File: config.mk
export PLATFORM = sky130hd
export DESIGN_NAME = ti_bus_master
export DESIGN_NICKNAME = d
export VERILOG_FILES = /design/src/rtl/tipi_bus_pkg.sv /design/src/rtl/ti_bus_master.sv
export SDC_FILE = /design/constraint.sdc
export NUM_CORES = 1
export LEC_CHECK = 0
export CAP_MARGIN = 20
export CORE_MARGIN = 2
export CORE_UTILIZATION = 30
export CTS_CLUSTER_DIAMETER = 200
export DETAILED_ROUTE_END_ITERATION = 7
export HOLD_SLACK_MARGIN = 0.06
export PLACE_DENSITY = 0.6
export SLEW_MARGIN = 20
export SYNTH_ARGS = -nofsm -noshare
export SYNTH_HDL_FRONTEND = slang
export SYNTH_SLANG_ARGS = --single-unit
File: constraint.sdc
create_clock -name clk -period 1.8 [get_ports clk]
set_input_delay 0.54 -clock clk [delete_from_list [all_inputs] [get_ports clk]]
set_output_delay 0.54 -clock clk [all_outputs]
set_load 0.1 [all_outputs]
File: src/rtl/tipi_bus_pkg.sv
`default_nettype none
// ============================================================================
// Module      : tipi_bus_pkg
// Description : Shared types and constants for the TI-99/4A expansion-bus
//               initiator: command opcodes, FSM states, idle address value
//               and phase-counter width.
// Revision    : 1.0 - initial release
// ============================================================================
package tipi_bus_pkg;

    // Width of the per-phase down-counter (phases last 1..15 cycles)
    localparam int PHASE_CNT_W = 4;

    // Address bus value while no cycle is in progress
    localparam logic [15:0] TI_A_IDLE = 16'hFFFF;

    // Command opcodes as presented on cmd_op
    typedef enum logic [1:0] {
        OP_MEM_RD = 2'd0,
        OP_MEM_WR = 2'd1,
        OP_CRU_WR = 2'd2,
        OP_CRU_RD = 2'd3
    } cmd_op_e;

    // Bus-cycle sequencer states
    typedef enum logic [1:0] {
        ST_IDLE   = 2'd0,
        ST_SETUP  = 2'd1,
        ST_STROBE = 2'd2,
        ST_HOLD   = 2'd3
    } bus_state_e;

endpackage
`default_nettype wire

File: src/rtl/ti_bus_master.sv
`default_nettype none
// ============================================================================
// Module      : ti_bus_master
// Description : TI-99/4A expansion-bus initiator. Turns single commands into
//               memory or CRU bus cycles made of SETUP, STROBE and HOLD
//               phases and returns a one-cycle response. All outputs are
//               registered; bus values are computed from the next state.
// Revision    : 1.0 - initial release
// ============================================================================
module ti_bus_master
    import tipi_bus_pkg::*;
#(
    parameter int SETUP_CYC  = 2,
    parameter int STROBE_CYC = 3,
    parameter int HOLD_CYC   = 1
) (
    input  logic        clk,
    input  logic        rst_n,

    input  logic        cmd_valid,
    output logic        cmd_ready,
    input  logic [1:0]  cmd_op,
    input  logic [15:0] cmd_addr,
    input  logic [7:0]  cmd_wdata,
    output logic        rsp_valid,
    output logic [7:0]  rsp_rdata,

    output logic [15:0] ti_a,
    output logic        ti_memen,
    output logic        ti_we,
    output logic        ti_dbin,
    output logic        ti_cruclk,
    output logic        ti_ph3,
    output logic [7:0]  d_out,
    output logic        d_oe,
    input  logic [7:0]  d_in,
    input  logic        ti_cruin
);

    // Reject phase lengths the 4-bit counter cannot represent
    if (SETUP_CYC < 1 || SETUP_CYC > 15) begin : g_bad_setup_cyc
        $error("SETUP_CYC must be in 1..15");
    end
    if (STROBE_CYC < 1 || STROBE_CYC > 15) begin : g_bad_strobe_cyc
        $error("STROBE_CYC must be in 1..15");
    end
    if (HOLD_CYC < 1 || HOLD_CYC > 15) begin : g_bad_hold_cyc
        $error("HOLD_CYC must be in 1..15");
    end

    // Counter reload values: the counter runs down to zero, so load length-1
    localparam logic [PHASE_CNT_W-1:0] c_setup_load  = PHASE_CNT_W'(SETUP_CYC - 1);
    localparam logic [PHASE_CNT_W-1:0] c_strobe_load = PHASE_CNT_W'(STROBE_CYC - 1);
    localparam logic [PHASE_CNT_W-1:0] c_hold_load   = PHASE_CNT_W'(HOLD_CYC - 1);

    bus_state_e               r_state;
    bus_state_e               w_state_nxt;
    logic [PHASE_CNT_W-1:0]   r_cnt;
    logic [PHASE_CNT_W-1:0]   w_cnt_nxt;

    cmd_op_e                  r_op;
    logic [15:0]              r_addr;
    logic [7:0]               r_wdata;
    logic [7:0]               r_cap;

    logic                     w_accept;
    logic                     w_done;
    logic                     w_strobe_last;
    cmd_op_e                  w_op_cur;
    logic [15:0]              w_addr_cur;
    logic [7:0]               w_wdata_cur;

    logic [15:0]              w_ti_a_nxt;
    logic                     w_ti_memen_nxt;
    logic                     w_ti_we_nxt;
    logic                     w_ti_dbin_nxt;
    logic                     w_ti_cruclk_nxt;
    logic                     w_ti_ph3_nxt;
    logic [7:0]               w_d_out_nxt;
    logic                     w_d_oe_nxt;

    assign w_accept      = (r_state == ST_IDLE) && cmd_valid;
    assign w_done        = (r_state == ST_HOLD) && (r_cnt == '0);
    assign w_strobe_last = (r_state == ST_STROBE) && (r_cnt == '0);

    // On the accept cycle the command registers are not loaded yet, so the
    // first SETUP bus values come straight from the command inputs.
    assign w_op_cur    = w_accept ? cmd_op_e'(cmd_op) : r_op;
    assign w_addr_cur  = w_accept ? cmd_addr          : r_addr;
    assign w_wdata_cur = w_accept ? cmd_wdata         : r_wdata;

    // Next-state and phase-counter logic
    always_comb begin
        w_state_nxt = r_state;
        w_cnt_nxt   = r_cnt;
        case (r_state)
            ST_IDLE: begin
                if (cmd_valid) begin
                    w_state_nxt = ST_SETUP;
                    w_cnt_nxt   = c_setup_load;
                end
            end
            ST_SETUP: begin
                if (r_cnt == '0) begin
                    w_state_nxt = ST_STROBE;
                    w_cnt_nxt   = c_strobe_load;
                end else begin
                    w_cnt_nxt = r_cnt - 1'b1;
                end
            end
            ST_STROBE: begin
                if (r_cnt == '0) begin
                    w_state_nxt = ST_HOLD;
                    w_cnt_nxt   = c_hold_load;
                end else begin
                    w_cnt_nxt = r_cnt - 1'b1;
                end
            end
            ST_HOLD: begin
                if (r_cnt == '0) begin
                    w_state_nxt = ST_IDLE;
                    w_cnt_nxt   = '0;
                end else begin
                    w_cnt_nxt = r_cnt - 1'b1;
                end
            end
            default: begin
                w_state_nxt = ST_IDLE;
                w_cnt_nxt   = '0;
            end
        endcase
    end

    // Bus values for the state about to be entered (registered below)
    always_comb begin
        w_ti_a_nxt      = TI_A_IDLE;
        w_ti_memen_nxt  = 1'b1;
        w_ti_we_nxt     = 1'b1;
        w_ti_dbin_nxt   = 1'b0;
        w_ti_cruclk_nxt = 1'b0;
        w_ti_ph3_nxt    = 1'b0;
        w_d_out_nxt     = 8'h00;
        w_d_oe_nxt      = 1'b0;
        if (w_state_nxt != ST_IDLE) begin
            case (w_op_cur)
                OP_MEM_RD: begin
                    w_ti_a_nxt = w_addr_cur;
                    if (w_state_nxt != ST_HOLD) begin
                        w_ti_memen_nxt = 1'b0;
                        w_ti_dbin_nxt  = 1'b1;
                    end
                end
                OP_MEM_WR: begin
                    // Data stays driven through HOLD for hold time on the card
                    w_ti_a_nxt  = w_addr_cur;
                    w_d_oe_nxt  = 1'b1;
                    w_d_out_nxt = w_wdata_cur;
                    if (w_state_nxt != ST_HOLD) begin
                        w_ti_memen_nxt = 1'b0;
                    end
                    if (w_state_nxt == ST_STROBE) begin
                        w_ti_we_nxt = 1'b0;
                    end
                end
                OP_CRU_WR: begin
                    // A15 carries the CRU output bit
                    w_ti_a_nxt = {w_addr_cur[15:1], w_wdata_cur[0]};
                    if (w_state_nxt == ST_STROBE) begin
                        w_ti_cruclk_nxt = 1'b1;
                    end
                end
                OP_CRU_RD: begin
                    w_ti_a_nxt = {w_addr_cur[15:1], 1'b0};
                    if (w_state_nxt == ST_STROBE) begin
                        w_ti_ph3_nxt = 1'b1;
                    end
                end
                default: begin
                    w_ti_a_nxt = TI_A_IDLE;
                end
            endcase
        end
    end

    // Sequencer state, phase counter and latched command
    always_ff @(posedge clk or negedge rst_n) begin
        if (!rst_n) begin
            r_state <= ST_IDLE;
            r_cnt   <= '0;
            r_op    <= OP_MEM_RD;
            r_addr  <= '0;
            r_wdata <= '0;
        end else begin
            r_state <= w_state_nxt;
            r_cnt   <= w_cnt_nxt;
            if (w_accept) begin
                r_op    <= w_op_cur;
                r_addr  <= w_addr_cur;
                r_wdata <= w_wdata_cur;
            end
        end
    end

    // Registered bus and handshake outputs
    always_ff @(posedge clk or negedge rst_n) begin
        if (!rst_n) begin
            ti_a      <= TI_A_IDLE;
            ti_memen  <= 1'b1;
            ti_we     <= 1'b1;
            ti_dbin   <= 1'b0;
            ti_cruclk <= 1'b0;
            ti_ph3    <= 1'b0;
            d_out     <= 8'h00;
            d_oe      <= 1'b0;
            cmd_ready <= 1'b1;
        end else begin
            ti_a      <= w_ti_a_nxt;
            ti_memen  <= w_ti_memen_nxt;
            ti_we     <= w_ti_we_nxt;
            ti_dbin   <= w_ti_dbin_nxt;
            ti_cruclk <= w_ti_cruclk_nxt;
            ti_ph3    <= w_ti_ph3_nxt;
            d_out     <= w_d_out_nxt;
            d_oe      <= w_d_oe_nxt;
            cmd_ready <= (w_state_nxt == ST_IDLE);
        end
    end

    // Read-data capture on the final strobe cycle and response generation
    always_ff @(posedge clk or negedge rst_n) begin
        if (!rst_n) begin
            r_cap     <= 8'h00;
            rsp_valid <= 1'b0;
            rsp_rdata <= 8'h00;
        end else begin
            if (w_strobe_last) begin
                case (r_op)
                    OP_MEM_RD: r_cap <= d_in;
                    OP_CRU_RD: r_cap <= {7'b0, ti_cruin};
                    default:   r_cap <= 8'h00;
                endcase
            end
            rsp_valid <= w_done;
            if (w_done) begin
                rsp_rdata <= r_cap;
            end
        end
    end

endmodule
`default_nettype wire

==> summary.md, run 1 <==
| Metric | Value |
|---|---|
| Violation count after the first detailed-routing iteration | `67` |
| Largest net degree at the start of global routing | `31` |
| Met1 usage | `0.172` |
| CP Launch Type | `register` |
| Max-Cap Viols | `0` |
| GR peak layer | `met2` |
| Synth top area share | `0.464` |
| Max_slew headroom | `0.750` |
| Crit path cell chain | `nor4_4 > buf_6 > nand2_2 > mux2_2` |
| Skew final | `8.71 ps` |
| Core Area | `0.0108 mm^2` |
| Worst-path clk slew | `roughly 80 ps` |
| GRT Util Overall | `0.129` |
| Initial Util | `0.305` |
| Vias/cell | `roughly 4.5` |
| TritonRoute pass-1 iters | `6` |
| Crit path max fanout | `14` |
| Final wirelength | `approximately 7 mm` |
| Share of cells above drive strength 1 | `0.403` |
| Setup Fix Bufs, Post-CTS | `0` |
| Sink Count | `80` |
| Top cells by area, synth | `dfrtp_1, dfstp_2, mux2_2` |
| Worst-margin pin slew | `about 370 ps` |
| CTS Root Cell | `clkbuf_8` |
| Final setup violation count | `0` |
| Unique masters post-synth | `39` |
| Data arrival time of the worst path | `1870 ps` |
| Syn Inst Count | `253` |
| Final RePlAce weighted congestion | `0.754` |
| DRT antenna net count | `0` |
| Slowest stage delay, CP | `440 ps` |
| Fill cells | `964` |
| Finished Layout Cells | `492` |
| Mean post-synth cell area | `13.0 um^2` |
| Number of global-route vias before repair | `approximately 2,300` |
| Data required, critical path | `about 2000 ps` |
| Period utilization | `0.914` |
| RSZ-0062 raised after global routing | `no` |
| Initial antenna violation count | `0` |
| CTS H-tree lvls | `3` |
| Global-route wire length before repair | `about 12 mm` |
| Layout Nets | `387` |
| EDFF count, synth | `0` |
| Routed via count | `approximately 2,200` |
| Ys flop type | `dfrtp_1` |
| Site Rows | `38` |
| Met2 GRT Util | `0.206` |
| Hpwl dp | `5.10 mm` |
| Final Max Slew Viols | `0` |
| Seq cells post-synth | `80` |
| Total CTS buffers | `9` |
| Hold buffer count at cts | `0` |
| Inst Count DP | `476` |
| Worst Setup Path Type | `register to register` |
| Layout area overhead | `50.1%` |
| Die Width | `109 um` |
| Peak Freq | `0.608 GHz` |
| Antenna diode count | `0` |
| Ys async rst share | `1.00` |
| DR WL/cell | `14.2 um` |
| Register area share after synthesis | `0.615` |
| GRT Residual Overflow | `0` |
| Crit end category | `register` |
| Syn Std Cell Area | `0.00329 mm^2` |
| Hold Vio Cnt, Final | `0` |
| Tmin final | `1640 ps` |
| Slowest-stage cell, CP | `dfrtp_1` |
| Die Area | `between 0.01 and 0.015 mm^2` |
| Yosys warning total | `0` |
| I/O pins | `78` |
| DRC | `0` |
| Port bufs | `just under 80` |
| Clock Latency Late Sink | `340 ps` |
| Area leader, netlist | `dfrtp_1` |
| Hold Crit Class | `input pin to asynchronous set/reset pin` |
| Post-synth net total | `293` |
| Met3 usage | `0.0329` |
| CTS Buffer Depth | `2` |
| Die Ht | `109 um` |
| Status | `finished, final reports clean` |
| CTS tree | `yes` |
==> cell usage after synthesis (all sizes together), types with 2 or more instances <==
cell type,instances
ha,2
nor2,22
o21ai,20
nand4,7
nand2,3
dfrtp,61
nor3,4
nand2b,2
nor3b,23
a32o,2
a21oi,2
dfstp,19
a21bo,7
clkbuf,8
mux2i,4
inv,6
buf,9
mux2,33
nor2b,4
==> flip-flops by register name, indices dropped and copies added (netlist names) <==
name	cells
ti_dbin	1
r_cap	8
r_wdata	8
rsp_rdata	8
r_op	2
r_cnt	4
d_oe	1
ti_memen	1
r_state	2
ti_a	16
rsp_valid	1
d_out	8
ti_cruclk	1
ti_ph3	1
ti_we	1
r_addr	16
cmd_ready	1
==> timing repair <==
action,in CTS,in global routing
pin swaps,0,0
endpoints found under the setup margin,24,1
resized for setup,3,1
==> metal layers <==
metal  part of all wire  vias up
li1                   -     1074
met1               0.44     1091
met4              0.014        0
met5                  0        -
met2               0.49       58
met3              0.055        9
==> cell usage in the layout (no fill, tap or decap), types with 2 or more instances in the layout <==
master,synthesis,layout
dfstp_2,19,19
nor2b_1,4,4
ha_1,2,2
buf_4,2,20
clkdlybuf4s50_1,0,35
buf_12,0,41
inv_1,6,6
mux2i_1,4,4
nor2_1,22,22
clkinvlp_4,0,3
a32o_1,2,2
o21ai_0,20,20
a21oi_1,2,2
nand4_1,7,7
dfrtp_1,61,61
clkbuf_8,0,9
nor3b_1,23,22
mux2_4,2,2
nand2_1,2,2
a21bo_2,7,7
buf_6,1,3
mux2_2,31,31
nand2b_1,2,2
nor3_1,4,4
clkbuf_1,8,2
==> path summary, 6_finish.rpt <==
| path | slack, ps | end | cells past startpoint | from |
|---|---|---|---|---|
| worst min-delay path | 110 | r_addr[3]$_DFFE_PN0N_ | 1 | rst_n |
| min in group clk | 490 | r_cap[2]$_DFFE_PN0P_ | 1 | r_cap[2]$_DFFE_PN0P_ |
| worst max register to register | 160 | r_cap[0]$_DFFE_PN0P_ | 4 | r_cnt[3]$_DFFE_PN0P_ |
| max in group asynchronous | 1100 | ti_a[8]$_DFF_PN1_ | 2 | rst_n |
| worst max-delay path | 160 | r_cap[0]$_DFFE_PN0P_ | 4 | r_cnt[3]$_DFFE_PN0P_ |
| worst min register to register | 490 | r_cap[2]$_DFFE_PN0P_ | 1 | r_cap[2]$_DFFE_PN0P_ |
==> area by class of cell <==
class / instances / area (um^2) / area share
clock buffer: 11 / 131 / 0.0266
clock inverter: 5 / 57.6 / 0.0117
inverter: 6 / 22.5 / 0.00456
multi-input combinational: 150 / 1160 / 0.236
sequential: 80 / 2030 / 0.410
tap: 140 / 175 / 0.0355
timing repair buffer: 100 / 1360 / 0.276
==> critical path: cells and delay by family, from the launching register on <==
family	cells	cell delay, ps
muxes	1	310
DFF	1	440
and+or+nand+nor	2	560
buffers and inverters	1	220
==> kinds of logic (layout without fill, tap and decap cells) <==
kind of cell / Yosys count / after routing / share of synthesized area
flip-flops: 80 / 80 / 0.615
AND/OR/NAND/NOR: 72 / 72 / 0.135
AO/OA/AOI/OAI: 38 / 38 / 0.0791
multiplexers: 37 / 37 / 0.127
buffers and inverters: 23 / 122 / 0.0327
adder cells (fa/ha/maj): 2 / 2 / 0.00760
XOR/XNOR: 1 / 1 / 0.00266
==> per-stage QoR <==
| stage | util | hold slack [ps] | instance area, um^2 | setup WS, ps | TNS (ps) |
|---|---|---|---|---|---|
| final | 0.458 | 115 | 4940 | 155 | 0 |
| after global routing | 0.458 | 126 | 4940 | 55.0 | 0 |
| after CTS | 0.457 | 119 | 4940 | 97.9 | 0 |
| after detailed placement | 0.439 | 477 | 4740 | -398 | -13090 |
| after global placement | 0.439 | 467 | 4740 | -398 | -13010 |
| after floorplan | - | 244 | 3290 | 89.7 | 0 |
Power of run 1 is left out: the tool's default activity adds up to more than one toggle a clock period on the data nets, which glitch-free logic cannot reach.
==> inputs of run 2 (changes only) <==
CELL_PAD_IN_SITES_DETAIL_PLACEMENT = 1   (was unset)
CELL_PAD_IN_SITES_GLOBAL_PLACEMENT = 2   (was unset)
PLACE_DENSITY = 0.8   (was 0.6)
RECOVER_POWER = 50   (was unset)
==> summary.md, run 2 (synthesis gave the netlist of run 1 again) <==
| Metric | Value |
|---|---|
| Commonest non-fill, non-tap cell in the layout | `dfrtp_1` |
| TritonRoute pass-1 iters | `4 (-2)` |
| DR WL/cell | `15.9 um (+12%)` |
| Setup TNS | `0 ps (unchanged)` |
| Share of cells above drive strength 1 | `0.391 (-0.0120)` |
| Tmin final | `1700 ps (+53.8 ps)` |
| Hold Vio Cnt, Final | `0 (unchanged)` |
| WHS Endpoint | `r_cap[2]$_DFFE_PN0P_` |
| Multi-input gate area | `0.00118 mm^2 (+1.7%)` |
| Finished Layout Cells | `490 (-0.41%)` |
| Layout Nets | `385 (-0.52%)` |
| Final setup violation count | `0 (unchanged)` |
| Data required, critical path | `2050 ps (+30 ps)` |
| Number of global-route vias before repair | `2,588 (+12%)` |
| Die Area | `0.0118 mm^2 (unchanged)` |
| Initial antenna violation count | `0 (unchanged)` |
| Hold depth | `1` |
| Fill cells | `1,108 (+15%)` |
| Die Ht | `109 um (unchanged)` |
| FF-to-FF path depth | `4 (unchanged)` |
| RSZ-0062 raised after global routing | `no` |
| Crit path cell chain | `nor3b_4 > clkbuf_1 > mux2_1 > nor3b_1` |
| Max_slew headroom | `0.657 (-0.0932)` |
| CTS H-tree lvls | `3 (unchanged)` |
| Final wirelength | `7.79 mm (+11%)` |
| Worst-margin pin slew | `514 ps (+140 ps)` |
| Sink Count | `80 (unchanged)` |
| Global-route wire length before repair | `13.1 mm (+11%)` |
| Data arrival time of the worst path | `1940 ps (+70 ps)` |
| CTS Root Cell | `clkbuf_8` |
| Die Width | `109 um (unchanged)` |
| I/O pins | `78 (unchanged)` |
| Total CTS buffers | `9 (unchanged)` |
| Core Area | `0.0108 mm^2 (unchanged)` |
| Site Rows | `38 (unchanged)` |
| DRT antenna net count | `0 (unchanged)` |
| Violation count after the first detailed-routing iteration | `84 (+25%)` |
| Final instance area | `0.00491 mm^2 (-0.58%)` |
| Final RePlAce weighted congestion | `0.745 (-1.2%)` |
| Max-Cap Viols | `0 (unchanged)` |
| Inst Count DP | `473 (-0.63%)` |
| Layout area overhead | `49.2%` |
| Hold Crit Class | `register to register` |
| GRT Util Overall | `0.146 (+0.0171)` |
| Peak Freq | `0.589 GHz (-3.2%)` |
| Antenna diode count | `0 (unchanged)` |
| Worst-path clk slew | `100 ps (+20 ps)` |
| Slowest-stage cell, CP | `dfrtp_1` |
| Worst R2R End | `d_out[3]$_DFF_PN0_` |
| Initial Util | `0.305 (unchanged)` |
| Top flop regs | `r_addr x16, ti_a x16` |
| Slowest stage delay, CP | `480 ps (+40 ps)` |
| Crit path max fanout | `7 (-7)` |
| Worst Setup Path Type | `register to register` |
| Period utilization | `0.944 (+0.0299)` |
| DRC | `0 (unchanged)` |
| Final Max Slew Viols | `0 (unchanged)` |
| Largest net degree at the start of global routing | `32 (+3.2%)` |
| Port bufs | `77 (unchanged)` |
| Crit end category | `register` |
| Vias/cell | `4.68 (+3.2%)` |
| Reg-to-Reg Start | `r_state[0]$_DFF_PN0_` |
| CTS tree | `yes` |
| Hpwl dp | `5.40 mm (+5.9%)` |
| Skew final | `10.3 ps (+1.62 ps)` |
| R2r setup slk | `100 ps (-50 ps)` |
| Final core utilization | `0.455 (-0.00267)` |
| Routed via count | `2,294 (+2.8%)` |
| Most frequent cells in the layout | `dfrtp_1, buf_12, clkdlybuf4s50_1` |
| CTS Buffer Depth | `2 (unchanged)` |
| GRT Residual Overflow | `0 (unchanged)` |
| Clock Latency Late Sink | `350 ps (about the same)` |
| Launch point of the worst hold path | `r_cap[2]$_DFFE_PN0P_` |
| Placed Area | `0.00472 mm^2 (-0.42%)` |
| Flip-flop and latch area | `0.00203 mm^2 (unchanged)` |
| Status | `finished, final reports clean` |
| CP Launch Type | `register` |
[run 2: cell count changes in the layout (fill, tap and decap cells not counted), sizes merged]
cell	before	now
buf	64	52
clkbuf	11	18
inv	6	11
clkinvlp	3	0
dlygate4sd2	1	0
dlygate4sd3	0	1
dlymetal6s2s	0	1
[run 2: area by class of cell]
cell class              count  share of cell area
clock inverters             7              0.0173
inverters                   6             0.00459
multi-input cells         150               0.241
repair buffers             98               0.264
well taps                 140              0.0357
clock buffers               9              0.0252
flip-flops and latches     80               0.412
[run 2: critical path, delay by kind of cell, from the launching register on]
family	cells	cell delay, ps
buffers and inverters	1	280
flip-flops	1	480
multiplexers	1	370
AND/OR/NAND/NOR	2	450
[run 2: how the worst max path moves through the flow]
stage | depth (start not counted) | end | start
6_report | 4 | d_out[3]$_DFF_PN0_ | r_state[0]$_DFF_PN0_
5_1_grt | 4 | ti_cruclk$_DFF_PN0_ | r_cnt[3]$_DFFE_PN0P_
4_1_cts | 6 | d_out[5]$_DFF_PN0_ | cmd_valid
3_5_place_dp | 5 | ti_dbin$_DFF_PN0_ | cmd_valid
3_3_place_gp | 5 | ti_dbin$_DFF_PN0_ | cmd_valid
2_1_floorplan | 5 | r_addr[10]$_DFFE_PN0N_ | cmd_valid
[run 2: routing by layer]
metal | vias up | routed length (um) | share of wire | GRT usage
li1 | 1069 | - | - | -
met1 | 1163 | 3420 | 0.44 | 0.186
met3 | 9 | 315 | 0.040 | 0.0323
met4 | 0 | 100 | 0.013 | 0.0568
met5 | - | 0 | 0 | 0
met2 | 53 | 3950 | 0.51 | 0.242
[run 2: per-stage QoR]
step	worst slack [ps]	hold WS, ps
CTS	18.5	495
detailed placement	-347	446
floorplan	89.7	244
global route	16.2	508
finish	102	492
global placement	-333	447
[run 2: timing repair]
action / in CTS / in global routing
endpoints found under the setup margin: 1 / 9
gates resized for setup: 1 / 5
hold buffers: 1 / 0
hold endpoints to repair: 14 / 0
buffers inserted: 0 / 0
Power of run 2 is left out for the same reason.
